File: src/rtl/uart_tx_ctrl.sv
// Frame-level UART transmit sequencer: START, DATA (LSB first), optional PARITY, STOP, one bit per br_eq tick.
// Define UART_TX_PARITY_EN to insert a parity bit after the data bits (sense set by PARITY_ODD).
module uart_tx_ctrl #(
  parameter int DATA_BITS  = 8,
  parameter int STOP_BITS  = 1,
  parameter int PARITY_ODD = 0
) (
  input  logic                 clk,
  input  logic                 reset,
  input  logic                 tx_valid,
  input  logic [DATA_BITS-1:0] tx_data,
  output logic                 tx_ready,
  input  logic                 br_eq,
  output logic                 tx_en,
  output logic                 br_en,
  output logic                 tx_out,
  output logic                 busy,
  output logic                 tx_done
);

  localparam int                CNT_W     = $clog2(DATA_BITS);
  localparam logic [CNT_W-1:0]  LAST_BIT  = CNT_W'(DATA_BITS - 1);
  localparam logic              LAST_STOP = (STOP_BITS == 2);

  if (DATA_BITS < 5 || DATA_BITS > 9 || !(STOP_BITS == 1 || STOP_BITS == 2) ||
      !(PARITY_ODD == 0 || PARITY_ODD == 1)) begin : g_bad_cfg
    $error("uart_tx_ctrl: unsupported parameter combination");
  end

  typedef enum logic [2:0] {
    IDLE   = 3'd0,
    START  = 3'd1,
    DATA   = 3'd2,
`ifdef UART_TX_PARITY_EN
    PARITY = 3'd3,
`endif
    STOP   = 3'd4
  } state_t;

  state_t               state;
  logic [DATA_BITS-1:0] shift_reg;
  logic [CNT_W-1:0]     bit_cnt;
  logic                 stop_cnt;
`ifdef UART_TX_PARITY_EN
  logic                 par_bit;
`endif

  assign tx_ready = (state == IDLE);
  assign br_en    = tx_en & br_eq;

  always_ff @(posedge clk or negedge reset) begin
    if (!reset) begin
      state     <= IDLE;
      shift_reg <= '0;
      bit_cnt   <= '0;
      stop_cnt  <= 1'b0;
      tx_out    <= 1'b1;
      tx_en     <= 1'b0;
      busy      <= 1'b0;
      tx_done   <= 1'b0;
`ifdef UART_TX_PARITY_EN
      par_bit   <= 1'b0;
`endif
    end else begin
      tx_done <= 1'b0;
      case (state)
        IDLE: begin
          if (tx_valid && tx_ready) begin
            shift_reg <= tx_data;
            bit_cnt   <= '0;
            stop_cnt  <= 1'b0;
            tx_out    <= 1'b0;
            tx_en     <= 1'b1;
            busy      <= 1'b1;
            state     <= START;
`ifdef UART_TX_PARITY_EN
            // Parity is taken from the byte as latched; the shift register is consumed by then.
            par_bit   <= (^tx_data) ^ 1'(PARITY_ODD);
`endif
          end
        end
        START: begin
          if (br_eq) begin
            tx_out <= shift_reg[0];
            state  <= DATA;
          end
        end
        DATA: begin
          if (br_eq) begin
            shift_reg <= shift_reg >> 1;
            // bit_cnt holds at the last index so it never wraps inside a frame.
            if (bit_cnt == LAST_BIT) begin
`ifdef UART_TX_PARITY_EN
              tx_out <= par_bit;
              state  <= PARITY;
`else
              tx_out <= 1'b1;
              state  <= STOP;
`endif
            end else begin
              bit_cnt <= bit_cnt + 1'b1;
              tx_out  <= shift_reg[1];
            end
          end
        end
`ifdef UART_TX_PARITY_EN
        PARITY: begin
          if (br_eq) begin
            tx_out <= 1'b1;
            state  <= STOP;
          end
        end
`endif
        STOP: begin
          if (br_eq) begin
            if (stop_cnt == LAST_STOP) begin
              tx_done <= 1'b1;
              tx_en   <= 1'b0;
              busy    <= 1'b0;
              state   <= IDLE;
            end else begin
              stop_cnt <= stop_cnt + 1'b1;
            end
          end
        end
        default: begin
          tx_out <= 1'b1;
          tx_en  <= 1'b0;
          busy   <= 1'b0;
          state  <= IDLE;
        end
      endcase
    end
  end

endmodule

File: config.mk
export PLATFORM = sky130hd
export DESIGN_NAME = uart_tx_ctrl
export DESIGN_NICKNAME = d
export VERILOG_FILES = /design/src/rtl/uart_tx_ctrl.sv
export SDC_FILE = /design/constraint.sdc
export NUM_CORES = 1
export LEC_CHECK = 0
export CAP_MARGIN = 5
export CORE_MARGIN = 4
export CORE_UTILIZATION = 53
export DETAILED_ROUTE_END_ITERATION = 8
export GPL_TIMING_DRIVEN = 0
export HOLD_SLACK_MARGIN = 0.15
export PLACE_DENSITY = 0.82
export SYNTH_ARGS = -nofsm -noshare
export SYNTH_HDL_FRONTEND = slang
export SYNTH_SLANG_ARGS = --single-unit
export TNS_END_PERCENT = 50
File: constraint.sdc
create_clock -name clk -period 4.3 [get_ports clk]
set_input_delay 0.43 -clock clk [delete_from_list [all_inputs] [get_ports clk]]
set_output_delay 0.43 -clock clk [all_outputs]
set_load 0.05 [all_outputs]
==> summary.txt <==
status -> completed
share of power burned in registers -> 0.366
# resized after CTS -> 0
Setup crit end kind -> output pin
Syn Inst Count -> 91
PD cells -> 621 nW/um^2
flop-to-flop setup slack -> 2.74 ns
Clock Skews -> 0.00214 ns
post-CTS setup buffer count -> 0
Site Rows -> 14
Routed Antenna Nets -> 0
EDFF count, synth -> 0
Post-Route WL -> 1700 um
RSZ-0062 raised after global routing -> no
Avg WL per Cell -> 13.3 um
Fmax achieved -> 394 MHz
worst hold path class -> flip-flop to flip-flop
Max stage delay on crit path -> 0.83 ns
die area -> 2420 sq um
switching share of power -> 0.417
Critical Path Start Type -> flip-flop
htree depth -> 1
Clock Path Buffers -> 2
final setup TNS -> 0 ns
Core ar. -> 1560 sq um
vias -> 698
starting density of the core -> 0.578
max FFs per register -> 8
area leader, netlist -> dfrtp_1
final setup fails -> 0
Synth top area share -> 0.444
Slew headroom -> 0.499
final layout net count -> 127
sequential area share after synthesis -> 0.474
DR DRC count -> 0
GP Congestion -> 0.812
Worst Path Arrival -> 2.11 ns
grt ovf -> 0
worst r2r src -> bit_cnt[0]
Synth Area per Inst -> 9.90 sq um
Max Transition Viols Final -> 0
Worst Path Buf+Inv -> 3
commonest non-fill, non-tap cell in the layout -> clkdlybuf4s50_1
Crit Path Max Fanout -> 10
predominant post-synthesis flop cell -> dfrtp_1
Worst-path clk slew -> 0.11 ns
flops & latches, synth -> 17
commonest non-fill, non-tap cells in the layout -> 17 x clkdlybuf4s50_1, 16 x dfrtp_1, 14 x nand2_1
Netlist cell types -> 33
Max Cap Violations -> 0
Vias/cell -> 5.45
PortBufs -> 17
Setup WS pre-CTS -> 1.89 ns
YS warnings -> 0
die height -> 49.2 um
largest net degree at the start of global routing -> 18
Comb power frac -> 0.506
dpl cell area -> 1090 sq um
smallest setup slack after layout -> 1.76 ns
Iter 0 DRT Violations -> 12
critical path's slowest cell -> clkdlybuf4s50_1
number of CTS-inserted buffers -> 3
CP Cell Sequence -> buf_2, clkbuf_1, nor3_1, clkdlybuf4s50_1
# fillers -> 124
Root Buffer -> clkbuf_4
final core occ -> 0.717
share of flip-flops with an asynchronous set or reset -> 1.00
hold-fix buffers at CTS -> 0
design area -> 1120 sq um
post-synth net total -> 105
min-delay src -> bit_cnt[0]
Die X -> 49.2 um
Area Overhead vs Synth -> 24.2%
CTS tree -> yes
final worst path period need -> 2.54 ns
initial antenna violation count -> 0
critical path type -> flip-flop to output pin
number of detailed-route iterations in the first pass -> 4
switching power -> 290 uW
TritonCTS Sinks -> 17
Total GRT Usage -> 0.155
Slew @ Worst Pin -> 0.749 ns
Hold Fails Final Rpt -> 0
Int Pwr -> 405 uW
Mapped Area -> 901 sq um
worst skew pair latency -> 0.29 ns
Period Utilization, post-route -> 0.591
vias in the first global route -> 714
ranking of synthesized cells by area -> dfrtp_1 44%, mux2i_1 8.9%, nand2_1 5.8%, o21ai_1 5.0%, dfstp_2 2.9%
Antenna Cells -> 0
clock power share -> 0.128
io pins -> 18
first-pass GRT wire length -> 2950 um
dpl hpwl -> 1260 um
CP startpoint -> state[1]
CP Data Required Time -> 3.87 ns
peak supply drop -> 0.396 mV
P_leak -> 0.000488 uW
layout cells sized above 1 -> 0.134
delay-heaviest family, CP -> buffers and inverters
[cell families after synthesis]
kind of cell / synth area share
AND/OR/NAND/NOR: 0.194
AO/OA/AOI/OAI: 0.150
flip-flops: 0.474
buffers and inverters: 0.0555
multiplexers: 0.0889
adder cells (fa/ha/maj): 0.0278
XOR/XNOR: 0.00972
[per-stage QoR]
| step | std cells | total power, uW | hold WS (ns) |
|---|---|---|---|
| 4_1_cts | 128 | 697 | 0.503 |
| 3_3_place_gp | 124 | 600 | 0.468 |
| 2_1_floorplan | 91 | 521 | 0.134 |
| 6_report | 128 | 695 | 0.500 |
| 5_1_grt | 128 | 747 | 0.525 |
| 3_5_place_dp | 124 | 610 | 0.479 |
[power by group through the flow]
stage          clock (uW)  sequential, uW  combinational, uW
3_5_place_dp            0             257                353
5_1_grt              99.9             261                385
2_1_floorplan           0             276                245
6_report             88.7             254                352
4_1_cts              89.4             254                354
3_3_place_gp            0             254                347
[per-layer routing]
metal / global-route usage / vias to the layer above / part of all wire
met2: 0.259 / 9 / 0.49
met5: 0 / - / 0
li1: - / 357 / -
met1: 0.195 / 330 / 0.48
met4: 0.0427 / 0 / 0.0053
met3: 0.0398 / 2 / 0.028
[synthesized netlist by cell type (2+ instances only)]
cell type / number
nor3_1: 2
nand2b_1: 3
mux2i_1: 8
nor2_1: 3
ha_1: 2
buf_4: 3
a21oi_1: 4
dfrtp_1: 16
nand2_1: 14
o21ai_1: 9
and2_4: 2
o21ai_0: 3
nand3b_1: 2
[final cells by class]
| type | count | area (sq um) | area share |
|---|---|---|---|
| flip-flops and latches | 17 | 427 | 0.381 |
| multi-input cells | 66 | 424 | 0.379 |
| repair buffers | 17 | 170 | 0.152 |
| plain buffers | 6 | 42.5 | 0.0380 |
| clock buffers | 3 | 22.5 | 0.0201 |
| well taps | 16 | 20.0 | 0.0179 |
| inverters | 2 | 7.51 | 0.00671 |
| clock inverters | 1 | 5.00 | 0.00447 |
[worst paths after layout]
kind / cells past startpoint / endpoint
setup / recovery: 4 / tx_ready
hold / removal: 1 / bit_cnt[0]
setup reg to reg: 5 / bit_cnt[1]
hold reg to reg: 1 / bit_cnt[0]
max in group asynchronous: 1 / shift_reg[0]
min in group asynchronous: 1 / state[1]
[worst register-to-register path, cell delays in order (launching register included)]
cell and delay (ns):
dfrtp_1 0.41, ha_1 0.21, ha_1 0.22, and3b_1 0.27
o21ai_1 0.12, a32o_1 0.23
Note: power is estimated with default switching activity, not from simulation.
